[config.mk]
export PLATFORM = sky130hd
export DESIGN_NAME = alu_flags_unit
export DESIGN_NICKNAME = d
export VERILOG_FILES = /design/src/rtl/alu_flags_unit.sv
export SDC_FILE = /design/constraint.sdc
export NUM_CORES = 1
export LEC_CHECK = 0
export BUFFER_PORTS_ARGS = -buffer_cell sky130_fd_sc_hd__buf_2
export CORE_ASPECT_RATIO = 1.1
export CORE_MARGIN = 3
export CORE_UTILIZATION = 60
export CTS_CLUSTER_DIAMETER = 80
export DETAILED_ROUTE_END_ITERATION = 7
export GPL_TIMING_DRIVEN = 0
export PLACE_DENSITY = 0.82
export REMOVE_ABC_BUFFERS = 1
export SETUP_SLACK_MARGIN = 0.02
export SLEW_MARGIN = 20
export SYNTH_ARGS = -nofsm -noshare
export SYNTH_HDL_FRONTEND = slang
export SYNTH_SLANG_ARGS = --single-unit
[constraint.sdc]
create_clock -name CLK -period 8.92 [get_ports CLK]
set_clock_uncertainty 0.1 [all_clocks]
set_input_delay 1.784 -clock CLK [delete_from_list [all_inputs] [get_ports CLK]]
set_output_delay 1.784 -clock CLK [all_outputs]
set_load 0.03 [all_outputs]
[src/rtl/alu_flags_unit.sv]
// Datapath ALU with registered NZCV flags and the high byte of the last multiply.
// The result is combinational; flag and MUL_HI state advance only on qualified slow-clock strobes.
module alu_flags_unit #(
  parameter int unsigned WIDTH = 8
) (
  input  logic             CLK,
  input  logic             ARST,
  input  logic             SLOW_CLOCK_STRB,
  input  logic             alu_en,
  input  logic [7:0]       alu_sel,
  input  logic [WIDTH-1:0] R0_VAL,
  input  logic [WIDTH-1:0] R1_VAL,
  input  logic [WIDTH-1:0] R2_VAL,
  input  logic [WIDTH-1:0] R3_VAL,
  output logic [WIDTH-1:0] ALU_RESULT,
  output logic             ALU_BUS_EN,
  output logic [3:0]       condition_flags,
  output logic [WIDTH-1:0] MUL_HI
);

  localparam int unsigned SW = $clog2(WIDTH);

  typedef enum logic [3:0] {
    OP_ADD = 4'd4,
    OP_SUB = 4'd5,
    OP_LSL = 4'd6,
    OP_LSR = 4'd7,
    OP_ASR = 4'd8,
    OP_MUL = 4'd9
  } op_t;

  op_t              op;
  logic [WIDTH-1:0] a;
  logic [WIDTH-1:0] b;
  logic [SW-1:0]    n;
  logic [WIDTH:0]   sum_ext;
  logic [WIDTH:0]   diff_ext;
  logic [WIDTH:0]   lsl_ext;
  logic [WIDTH:0]   lsr_ext;
  logic [WIDTH:0]   asr_ext;
  logic [2*WIDTH-1:0] prod;
  logic [WIDTH-1:0] res;
  logic             valid;
  logic             c_next;
  logic             v_next;

  assign op = op_t'(alu_sel[7:4]);
  assign n  = b[SW-1:0];

  always_comb begin
    a = '0;
    b = '0;
    case (alu_sel[3:2])
      2'd0:    a = R0_VAL;
      2'd1:    a = R1_VAL;
      2'd2:    a = R2_VAL;
      default: a = R3_VAL;
    endcase
    case (alu_sel[1:0])
      2'd0:    b = R0_VAL;
      2'd1:    b = R1_VAL;
      2'd2:    b = R2_VAL;
      default: b = R3_VAL;
    endcase
  end

  // Shifts run on a one-bit-extended operand so the carry falls out as the
  // extension bit, avoiding a variable bit-select of A.
  always_comb begin
    sum_ext  = {1'b0, a} + {1'b0, b};
    diff_ext = {1'b0, a} - {1'b0, b};
    lsl_ext  = {1'b0, a} << n;
    lsr_ext  = {a, 1'b0} >> n;
    asr_ext  = $signed({a, 1'b0}) >>> n;
    prod     = {{WIDTH{1'b0}}, a} * {{WIDTH{1'b0}}, b};
  end

  always_comb begin
    res    = '0;
    valid  = 1'b0;
    c_next = condition_flags[1];
    v_next = condition_flags[0];
    case (op)
      OP_ADD: begin
        valid  = 1'b1;
        res    = sum_ext[WIDTH-1:0];
        c_next = sum_ext[WIDTH];
        v_next = (a[WIDTH-1] == b[WIDTH-1]) && (res[WIDTH-1] != a[WIDTH-1]);
      end
      OP_SUB: begin
        valid  = 1'b1;
        res    = diff_ext[WIDTH-1:0];
        c_next = ~diff_ext[WIDTH];
        v_next = (a[WIDTH-1] != b[WIDTH-1]) && (res[WIDTH-1] != a[WIDTH-1]);
      end
      OP_LSL: begin
        valid = 1'b1;
        res   = lsl_ext[WIDTH-1:0];
        if (n != '0) c_next = lsl_ext[WIDTH];
      end
      OP_LSR: begin
        valid = 1'b1;
        res   = lsr_ext[WIDTH:1];
        if (n != '0) c_next = lsr_ext[0];
      end
      OP_ASR: begin
        valid = 1'b1;
        res   = asr_ext[WIDTH:1];
        if (n != '0) c_next = asr_ext[0];
      end
      OP_MUL: begin
        valid  = 1'b1;
        res    = prod[WIDTH-1:0];
        c_next = |prod[2*WIDTH-1:WIDTH];
      end
      default: begin
        valid = 1'b0;
      end
    endcase
  end

  assign ALU_BUS_EN = alu_en & valid;
  assign ALU_RESULT = ALU_BUS_EN ? res : '0;

  always_ff @(posedge CLK or posedge ARST) begin
    if (ARST) begin
      condition_flags <= '0;
      MUL_HI          <= '0;
    end else if (SLOW_CLOCK_STRB && ALU_BUS_EN) begin
      condition_flags <= {res[WIDTH-1], (res == '0), c_next, v_next};
      if (op == OP_MUL) MUL_HI <= prod[2*WIDTH-1:WIDTH];
    end
  end

endmodule

; Word-level counts from Yosys, hierarchy flattened
; Cells that the tools add are included.
[op_classes]
addsub = 2
multipliers = 1
eq_ne = 17
shifts = 3
mux = 10
n_bitwise = 2
n_reduce_logical = 14
[ops]
columns = operator, count
row1 = 8-bit case mux with 3 select lines, 2
row2 = 8-bit case mux with 6 select lines, 1
row3 = "4-bit by 3-bit equality test with 1-bit output, second input constant", 4
row4 = 8-bit by 8-bit multiplier with 16-bit output, 1
row5 = 8-bit by 8-bit adder with 9-bit output, 1
row6 = 8-bit by 3-bit << shifter with 9-bit output, 1
row7 = 9-bit by 3-bit right shift with 9-bit output, 1
row8 = 9-bit by 3-bit >>> shifter with 9-bit output, 1
row9 = 8-bit by 8-bit subtractor with 9-bit output, 1
row10 = "4-bit equality test, second input constant", 2
row11 = 8-bit zero test, 1
row12 = 8-bit 2-to-1 mux, 1
row13 = 8-bit OR reduction, 1
row14 = "2-bit != test, second input constant", 3
row15 = 1-bit case mux with 6 select lines, 1
row16 = 6-bit nonzero test, 1
row17 = 6-bit OR reduction, 1
row18 = 5-bit AND reduction, 1
row19 = "2-bit by 1-bit equality test with 1-bit output, second input constant", 2
row20 = "2-bit equality test, second input constant", 2
row21 = 2-bit zero test, 2
row22 = 1-bit 2-to-1 mux, 4
row23 = 2-bit AND reduction, 2
row24 = 1-bit logical AND, 3
row25 = 7 further kinds, 9
[totals]
regBits = 12
inputBits = 44
output_inout_bits = 21
word_cells = 53

; Longest topological paths before layout
; Gate-level depths: netlist of the first run.
[depth]
ltp_word = 6
depth_mapped = 21
depth_no_buf = 19

; Worst setup path before layout of the first run
; Ideal clock, no wire load.
[synth_timing]
path_kind = input to output
start = input port alu_sel[1]
end = output port ALU_RESULT[7]
arrival_time_ns = 6.425
required_ns = 7.036
setup_slack_ns = 0.611
cell_stages = 19
path_buffers = 3
cell_sequence = buf_2 -> mux4_2 -> buf_2 -> clkbuf_1 -> and2_1 -> fa_1 -> inv_1 -> fa_1 -> inv_1 -> fa_1 -> inv_1 -> fa_1 -> inv_1 -> ha_1 -> a211o_1 -> o211ai_1 -> nand3_1 -> a211oi_1 -> nor2_1
[synth_via]
elab_chain_cells = 5
elab_cells_between_ends = 12
classes_between = add/sub (2) / mul (1) / eq/ne (2) / shift (3) / mux (3) / reduce/logical (1)
[synth_lines]
columns = item, line
row1 = from (decl), 10  ; input logic [7:0] alu_sel,
row2 = "2-bit equality test, or another cell as far along", 59  ; case (alu_sel[1:0])
row3 = 8-bit case mux with 3 select lines (*), 59
row4 = "8-bit by 8-bit multiplier with 16-bit output, or another cell as far along", 75  ; prod = {{WIDTH{1'b0}}, a} * {{WIDTH{1'b0}}, b};
row5 = 8-bit case mux with 6 select lines (*), 83  ; case (op)
row6 = 8-bit 2-to-1 mux (*), 123  ; assign ALU_RESULT = ALU_BUS_EN ? res : '0;
row7 = to (decl), 15  ; output logic [WIDTH-1:0] ALU_RESULT,
; Every way passes the cells marked *; elsewhere a longest branch is shown, timed or not.

; Worst setup path after layout of the first run
; Same ends and word-level chain as after synthesis.

==> results of run 1 <==
-- flip-flops by register name (all words and copies together), names as in the netlist --
name,cells
MUL_HI,8
condition_flags,4
-- final cells by class --
class	count	area [µm²]
Clock buffer	4	55.1
Fill cell	648	2430
Inverter	76	285
Multi-Input combinational cell	444	4030
Sequential cell	12	300
Tap cell	105	131
Timing Repair Buffer	64	320
-- cells in the mapped netlist (all sizes together) (3+ instances only) --
master | number | share of area [%]
nor3 | 10 | 1.1
o21ai | 27 | 2.9
and2 | 41 | 5.5
clkbuf | 16 | 1.3
dfrtp | 12 | 6.3
o31ai | 3 | 0.48
xnor2 | 9 | 1.7
a31oi | 4 | 0.53
o22ai | 7 | 0.92
a22oi | 3 | 0.48
o21a | 3 | 0.48
a221oi | 4 | 0.74
a2111oi | 3 | 0.69
inv | 76 | 6.0
a41oi | 3 | 0.55
nand3 | 9 | 0.95
nand2 | 46 | 3.6
o311ai | 4 | 0.74
a211oi | 10 | 1.7
and3 | 4 | 0.53
o31a | 4 | 0.74
nor2b | 8 | 1.1
fa | 38 | 16
buf | 12 | 2.1
o21bai | 4 | 0.63
nor2 | 33 | 2.6
mux4 | 19 | 9.1
mux2i | 7 | 1.5
xor2 | 7 | 1.3
or2 | 3 | 0.40
o211ai | 5 | 0.79
mux2 | 14 | 3.5
a311oi | 3 | 0.55
nor3b | 4 | 0.63
ha | 53 | 14
nand2b | 5 | 0.66
o41ai | 3 | 0.71
a21oi | 19 | 2.0
-- metal layers --
layer	vias up	part of all wire (%)
met2	227	49
met5	-	0
met3	48	8.5
li1	2055	-
met1	2193	39
met4	0	3.5
-- repair_timing --
item,4_1_cts,5_1_grt
setup buffers,0,0
resized for setup,0,1
setup endpoints to repair,0,1
-- critical path, delay by kind of cell --
kind	cells	cell delay, ns
adders and majority gates	5	2.43
AOI/OAI and AO/OA	3	0.73
buffers and inverters	6	0.71
and+or+nand+nor	3	0.44
muxes	1	0.69
-- where the power goes --
part | switching [mW] | internal (mW)
combinational | 0.664 | 0.456
clock | 0.0201 | 0.0390
sequential | 0.00807 | 0.0711
total | 0.692 | 0.566
-- worst max-delay path by stage --
stage | from | slack, ns | end
floorplan | alu_sel[1] | 1.05 | ALU_RESULT[7]
finish | alu_sel[1] | 0.25 | ALU_RESULT[7]
global placement | alu_sel[1] | 0.23 | ALU_RESULT[7]
CTS | alu_sel[1] | 0.16 | ALU_RESULT[7]
global route | alu_sel[1] | 0.09 | ALU_RESULT[7]
detailed placement | alu_sel[1] | 0.18 | ALU_RESULT[7]
-- logic make-up after synthesis --
group | after synthesis | synth area share, %
fa+ha+maj | 91 | 30.0
simple gates | 173 | 18.8
xor+xnor | 16 | 2.96
mux | 40 | 14.1
buf+inv | 104 | 9.34
compound gates | 123 | 18.4
flops | 12 | 6.33
==> impl_metrics.toml, run 1 <==
[global_routing]
antenna_found_initial = 0
globalRouteMet1Util_pct = 36.4
overflow = 0
top_usage_layer = "met2"
grt_pass1_vias = 4717
track_usage_pct = 30.2
grt_pass1_wl_um = 22100
grtUsageMet2_pct = 53.9
use_met3_pct = 3.93
grt_max_degree = 27

[min_path]
hold_class = "flop to flop"
hp-start = "condition_flags[3]"
whs_endpoint = "condition_flags[3]"
hold_depth = 2

[route]
vias_per_cell = 6.42
num_vias = 4523
wl_per_cell_um = 19.0
dr.pass1.iters = 5
wl_um = 13400
postRouteAntennaNets = 0
drt_iter0_drc = 255
drc = 0

[floorplanning]
fp-row-count = 33
die_area_um2 = 9000
fp.dieW_um = 90.8
start_util_pct = 62.7
chipHeight_um = 99.2
ios = 65
coreArea_um2 = 7560

[logic_synthesis]
ys_ff_latch = 12
async_flop_share_pct = 100
syn_area_um2 = 4740
yosys_warnings = 0
yosys.cell_types.count = 69
ys_seq_area_share_pct = 6.33
ys.flop_type = "dfrtp_1"
netlist_instances = 559
avgSynthCellArea_um2 = 8.48
synth_edf_count = 0

[critical_path]
r2r-end = "condition_flags[2]"
critPathKind = "input port to output port"
critical-path-slowest-cell = "mux4_2"
start_kind = "input port"
worstReg2RegStart = "condition_flags[2]"
critPathMaxFanout = 9
reg2reg_setup_slack_ns = 7.95
cp_cell_sequence = "buf_2 > mux4_2 > and2_1 > fa_1 > inv_1 > fa_1 > inv_1 > fa_1 > inv_1 > fa_1 > inv_1 > ha_1 > o21ai_0 > o211ai_1 > nand3_1 > a211oi_2 > nor2_1 > buf_2"
reg2regPathDepth = 2
critPathArrivalTime_ns = 6.79
cp-end-kind = "output port"
critPathMaxStageDelay_ns = 0.69
cp.required_ns = 7.04

[layout]
area_growth_pct = 8.02
finalNonFillerCells = 705
fin_util_pct = 67.8
final_area_um2 = 5120
fin_nets = 736
final_common_cell = "inv_1"
drive_gt1_share_pct = 19.2
n_antenna_cell = 0
final_cell_mix = "74 x inv_1, 64 x buf_2, 53 x ha_1, 46 x nand2_1, 39 x and2_1"

[pwr]
fin_total_pwr_mw = 1.26
p_leak_nw = 2.49
p_per_area_nw_per_um2 = 246
irDropWorstVdd_v = 0.000194

[timing]
max_freq_mhz = 115
fin_ws_ns = 0.249
setup_viol = 0
worstMarginPinSlew_ns = 0.898
final.period_utilization_pct = 97.2
final-max-slew-violation-count = 0
finalSetupTns_ns = 0
relSlewSlack_pct = 40.0
grt_setup_unrepaired = "false"
min_period_ns = 8.67
hold_viol = 0
hold_ws_ns = 0.370

[job]
max_cap_violations = 0

[clock_tree]
cts_made_buffers = 3
clk_path_buf_depth = 2
numClockSinks = 12
cts_tree = "built"
cts_max_level = 1
clk_pin_slew_worst_paths_ns = 0.05
clk_latency_ns = 0.24
root_buffer = "clkbuf_8"
holdBufCountCts = 0

[placement]
placed_cells = 700
dpl_cell_area_um2 = 5030
portBuffers = 64
gp_congestion = 0.915
place_ws_ns = 0.179
dp_hpwl_um = 10300

[status]
status = "finished, final reports clean"
(Power assumes the default switching activity.)
==> run 2: changes to the inputs <==
CORE_UTILIZATION = 61   (was 60)
PLACE_DENSITY = 0.83   (was 0.82)
==> impl_metrics.toml, run 2 (synthesis gave the netlist of run 1 again) <==
[status]
status = "finished, final reports clean"

[floorplanning]
coreArea_um2 = 7510
fp.dieW_um = 90.1
fp-row-count = 33
die_area_um2 = 8870
start_util_pct = 63.1
chipHeight_um = 98.5
ios = 65

[global_routing]
antenna_found_initial = 0
grt_pass1_wl_um = 21500
track_usage_pct = 29.6
grt_max_degree = 27
overflow = 0
grt_pass1_vias = 4449

[layout]
regArea_um2 = 300
area_growth_pct = 8.76
final_area_um2 = 5160
n_fill_cell = 628
n_antenna_cell = 0
final_cell_mix = "74 x inv_1, 64 x buf_2, 53 x ha_1, 46 x nand2_1, 39 x and2_1"
fin_nets = 739
largest_register_ffs = 8
drive_gt1_share_pct = 19.6
regMostFlops = "MUL_HI"
multi_input_area_um2 = 4030
final_common_cell = "inv_1"
top_regs = "MUL_HI x8, condition_flags x4"

[placement]
dpl_cell_area_um2 = 5030
gp_congestion = 0.936
dp_hpwl_um = 10300
place_ws_ns = 0.146
portBuffers = 64

[critical_path]
start_kind = "input port"
r2r-end = "condition_flags[1]"
critPathKind = "input port to output port"
critPathMaxFanout = 9
reg2regPathDepth = 2
cp-end-kind = "output port"
cp_num_buf_inv = 6
reg2reg_setup_slack_ns = 7.97
worstReg2RegStart = "condition_flags[1]"
cp.depth = 18
critPathArrivalTime_ns = 6.84
critPathMaxStageDelay_ns = 0.68
cp_cell_sequence = "buf_2 > mux4_2 > and2_1 > fa_1 > inv_1 > fa_1 > inv_1 > fa_1 > inv_1 > fa_1 > inv_1 > ha_1 > o21ai_0 > o211ai_1 > nand3_1 > a211oi_2 > nor2_1 > buf_2"
critical-path-slowest-cell = "mux4_2"
critPathTopFamily = "adder cells"
cp.required_ns = 7.04

[timing]
max_freq_mhz = 115
setup_viol = 0
final-max-slew-violation-count = 0
grt_setup_unrepaired = "false"
final.period_utilization_pct = 97.8
min_period_ns = 8.73
hold_viol = 0
relSlewSlack_pct = 39.6
finalSetupTns_ns = 0
worstMarginPinSlew_ns = 0.904
fin_ws_ns = 0.194

[clock_tree]
cts_made_buffers = 3
numClockSinks = 12
cts_max_level = 1
root_buffer = "clkbuf_8"
clk_pin_slew_worst_paths_ns = 0.05
cts_tree = "built"
clk_path_buf_depth = 2
clk_latency_ns = 0.24
holdBufCountCts = 0

[min_path]
whs_endpoint = "MUL_HI[7]"
hold_class = "flop to flop"
hold_depth = 2
hp-start = "MUL_HI[7]"

[pwr]
p_leak_nw = 2.51
irDropWorstVdd_v = 0.000186
p_per_area_nw_per_um2 = 247

[route]
drt_iter0_drc = 358
wl_um = 13700
drc = 0
postRouteAntennaNets = 0
num_vias = 4573
vias_per_cell = 6.46
wl_per_cell_um = 19.4
dr.pass1.iters = 5

[job]
max_cap_violations = 0
-- run 2: what timing repair did --
item                                   4_1_cts  5_1_grt
setup endpoints to repair                    0        1
setup buffers                                0        3
resized for setup                            0        1
endpoints found under the hold margin        0        0
-- run 2: layer usage --
layer  vias to the layer above  GRT usage [%]  part of all wire, %
met3                        32           2.67                  8.1
met1                      2241           37.9                   40
met4                         0           7.18                  2.6
met5                         -              0                    0
li1                       2063              -                    -
met2                       237           54.1                   49
-- run 2: worst max-delay path by stage --
stage,to,startpoint,slack [ns]
after floorplan,ALU_RESULT[7],alu_sel[1],1.05
after global routing,ALU_RESULT[7],alu_sel[1],0.02
after detailed placement,ALU_RESULT[7],alu_sel[1],0.15
final,ALU_RESULT[7],alu_sel[1],0.19
after global placement,ALU_RESULT[7],alu_sel[1],0.17
after CTS,ALU_RESULT[7],alu_sel[1],0.14
-- run 2: report_power, final --
group / total (mW) / switching [mW] / internal [mW]
clock network: 0.0588 / 0.0198 / 0.0390
registers: 0.0794 / 0.00832 / 0.0711
logic: 1.13 / 0.675 / 0.459
-- run 2: area by class of cell --
| class | count | area share [%] |
|---|---|---|
| Clock buffer | 4 | 1.07 |
| Inverter | 76 | 5.53 |
| Multi-Input combinational cell | 444 | 78.1 |
| Sequential cell | 12 | 5.82 |
| Tap cell | 105 | 2.55 |
| Timing Repair Buffer | 67 | 6.89 |
-- run 2: tightest hold or removal path, delay by kind of cell (launching register included) --
kind | cells | cell delay (ns)
compound gates | 1 | 0.06
flops | 1 | 0.34
simple gates | 1 | 0.04
-- run 2: stage by stage --
| step | power [mW] | util, % | instances | hold WS (ns) |
|---|---|---|---|---|
| finish | 1.27 | 68.6 | 708 | 0.374 |
| global route | 1.40 | 68.6 | 708 | 0.408 |
| CTS | 1.24 | 67.7 | 704 | 0.378 |
| detailed placement | 1.18 | 67.0 | 700 | 0.366 |
| global placement | 1.15 | 67.0 | 700 | 0.359 |
| floorplan | 0.915 | - | 531 | 0.549 |
==> run 3: changes to the inputs <==
BUFFER_PORTS_ARGS = not set   (was -buffer_cell sky130_fd_sc_hd__buf_2)
CORE_UTILIZATION = 65   (was 61)
DONT_BUFFER_PORTS = 1   (was not set)
PLACE_DENSITY = 0.8   (was 0.83)
==> impl_metrics.toml, run 3 (synthesis gave the netlist of run 1 again) <==
[global_routing]
globalRouteMet1Util_pct = 40.1
grt_max_degree = 27
use_met3_pct = 4.84
overflow = 0
grt_pass1_vias = 4291
top_usage_layer = "met2"
grt_pass1_wl_um = 20400
antenna_found_initial = 0
grtUsageMet2_pct = 52.4
track_usage_pct = 31.2

[critical_path]
r2r-end = "condition_flags[2]"
critPathArrivalTime_ns = 6.57
cp.required_ns = 7.04
critPathMaxFanout = 22
cp-end-kind = "output port"
start_kind = "input port"
cp-endpoint = "ALU_RESULT[7]"
worstReg2RegStart = "condition_flags[2]"
critPathKind = "input port to output port"
crit_start = "alu_sel[1]"
reg2reg_setup_slack_ns = 7.80
reg2regPathDepth = 2

[clock_tree]
numClockSinks = 12
cts_tree = "built"
clk_latency_ns = 0.24
cts-resized-gates = 0
clk_pin_slew_worst_paths_ns = 0.05
cts_max_level = 1
root_buffer = "clkbuf_8"
clk_path_buf_depth = 2
holdBufCountCts = 0
cts_made_buffers = 3
post_cts_buffers = 0

[layout]
final_common_cell = "inv_1"
final_cell_mix = "74 x inv_1, 53 x ha_1, 46 x nand2_1, 39 x and2_1, 38 x fa_1"
fin_util_pct = 67.1
top_regs = "MUL_HI x8, condition_flags x4"
multi_input_area_um2 = 4000
final_area_um2 = 4730
area_growth_pct = -0.211
drive_gt1_share_pct = 9.18
n_antenna_cell = 0
regArea_um2 = 300
finalNonFillerCells = 619
n_fill_cell = 609
regMostFlops = "MUL_HI"
largest_register_ffs = 8
fin_nets = 671

[pwr]
p_per_area_nw_per_um2 = 256
p_leak_nw = 2.19
irDropWorstVdd_v = 0.000236

[floorplanning]
start_util_pct = 67.3
die_area_um2 = 8360
ios = 65
coreArea_um2 = 7050
chipHeight_um = 95.6
fp-row-count = 32
fp.dieW_um = 87.4

[route]
dr.pass1.iters = 4
wl_per_cell_um = 20.3
num_vias = 4219
drt_iter0_drc = 242
postRouteAntennaNets = 0
drc = 0
vias_per_cell = 6.82
wl_um = 12600

[timing]
setup_viol = 0
final.period_utilization_pct = 94.7
hold_viol = 0
worstMarginPinSlew_ns = 0.840
finalSetupTns_ns = 0
min_period_ns = 8.45
relSlewSlack_pct = 43.9
final-max-slew-violation-count = 0
max_freq_mhz = 118
hold_ws_ns = 0.587
grt_setup_unrepaired = "false"

[placement]
dpl_cell_area_um2 = 4690
dp_hpwl_um = 10200
placed_cells = 616
gp_congestion = 0.970
portBuffers = 0

[min_path]
hold_class = "flop to flop"
hp-start = "condition_flags[3]"

[job]
max_cap_violations = 0

[status]
status = "finished, final reports clean"
## run 3: changes by cell type in the layout (fill, tap and decap cells not counted), sizes merged
| cell | change |
|---|---|
| buf | -67 |
| clkbuf | -1 |
| mux4 | -1 |
## run 3: area by class of cell
cell class | instances | area share (%)
multi-input cells | 443 | 84.5
flip-flops and latches | 12 | 6.35
inverters | 76 | 6.03
well taps | 85 | 2.25
clock buffers | 3 | 0.873
## run 3: worst max-delay path, stage by stage
cell and delay [ns]:
mux4_2 0.72, and2_1 0.25, fa_1 0.47, inv_1 0.05
fa_1 0.50, inv_1 0.06, fa_1 0.54, inv_1 0.06
fa_1 0.53, inv_1 0.07, ha_1 0.36, o21ai_0 0.17
o211ai_1 0.25, nand3_1 0.11, a211oi_1 0.39, nor2_1 0.26
## run 3: how the worst min path moves through the flow
stage / endpoint / slack (ns) / cells after the start
6_report: condition_flags[3] / 0.59 / 2
5_1_grt: MUL_HI[6] / 0.63 / 2
3_5_place_dp: condition_flags[3] / 0.58 / 2
4_1_cts: condition_flags[3] / 0.59 / 2
3_3_place_gp: condition_flags[3] / 0.58 / 2
2_1_floorplan: condition_flags[3] / 0.55 / 2
## run 3: metal layers
metal / up-vias / share of wire, % / routed length (µm)
met1: 2079 / 42 / 5260
met4: 0 / 4.5 / 561
met3: 38 / 6.0 / 757
met2: 176 / 48 / 6020
li1: 1926 / - / -
met5: - / 0 / 0
## run 3: through the flow
stage	power, mW	worst slack, ns
after detailed placement	1.15	0.533
after CTS	1.20	0.523
after global placement	1.12	0.578
after global routing	1.35	0.312
final	1.21	0.470
after floorplan	0.915	1.05
## run 3: power by group
group | internal (mW) | leakage, nW | switching, mW
Sequential | 0.0707 | 0.160 | 0.0453
Combinational | 0.438 | 2.01 | 0.611
Clock | 0.0296 | 0.0216 | 0.0182
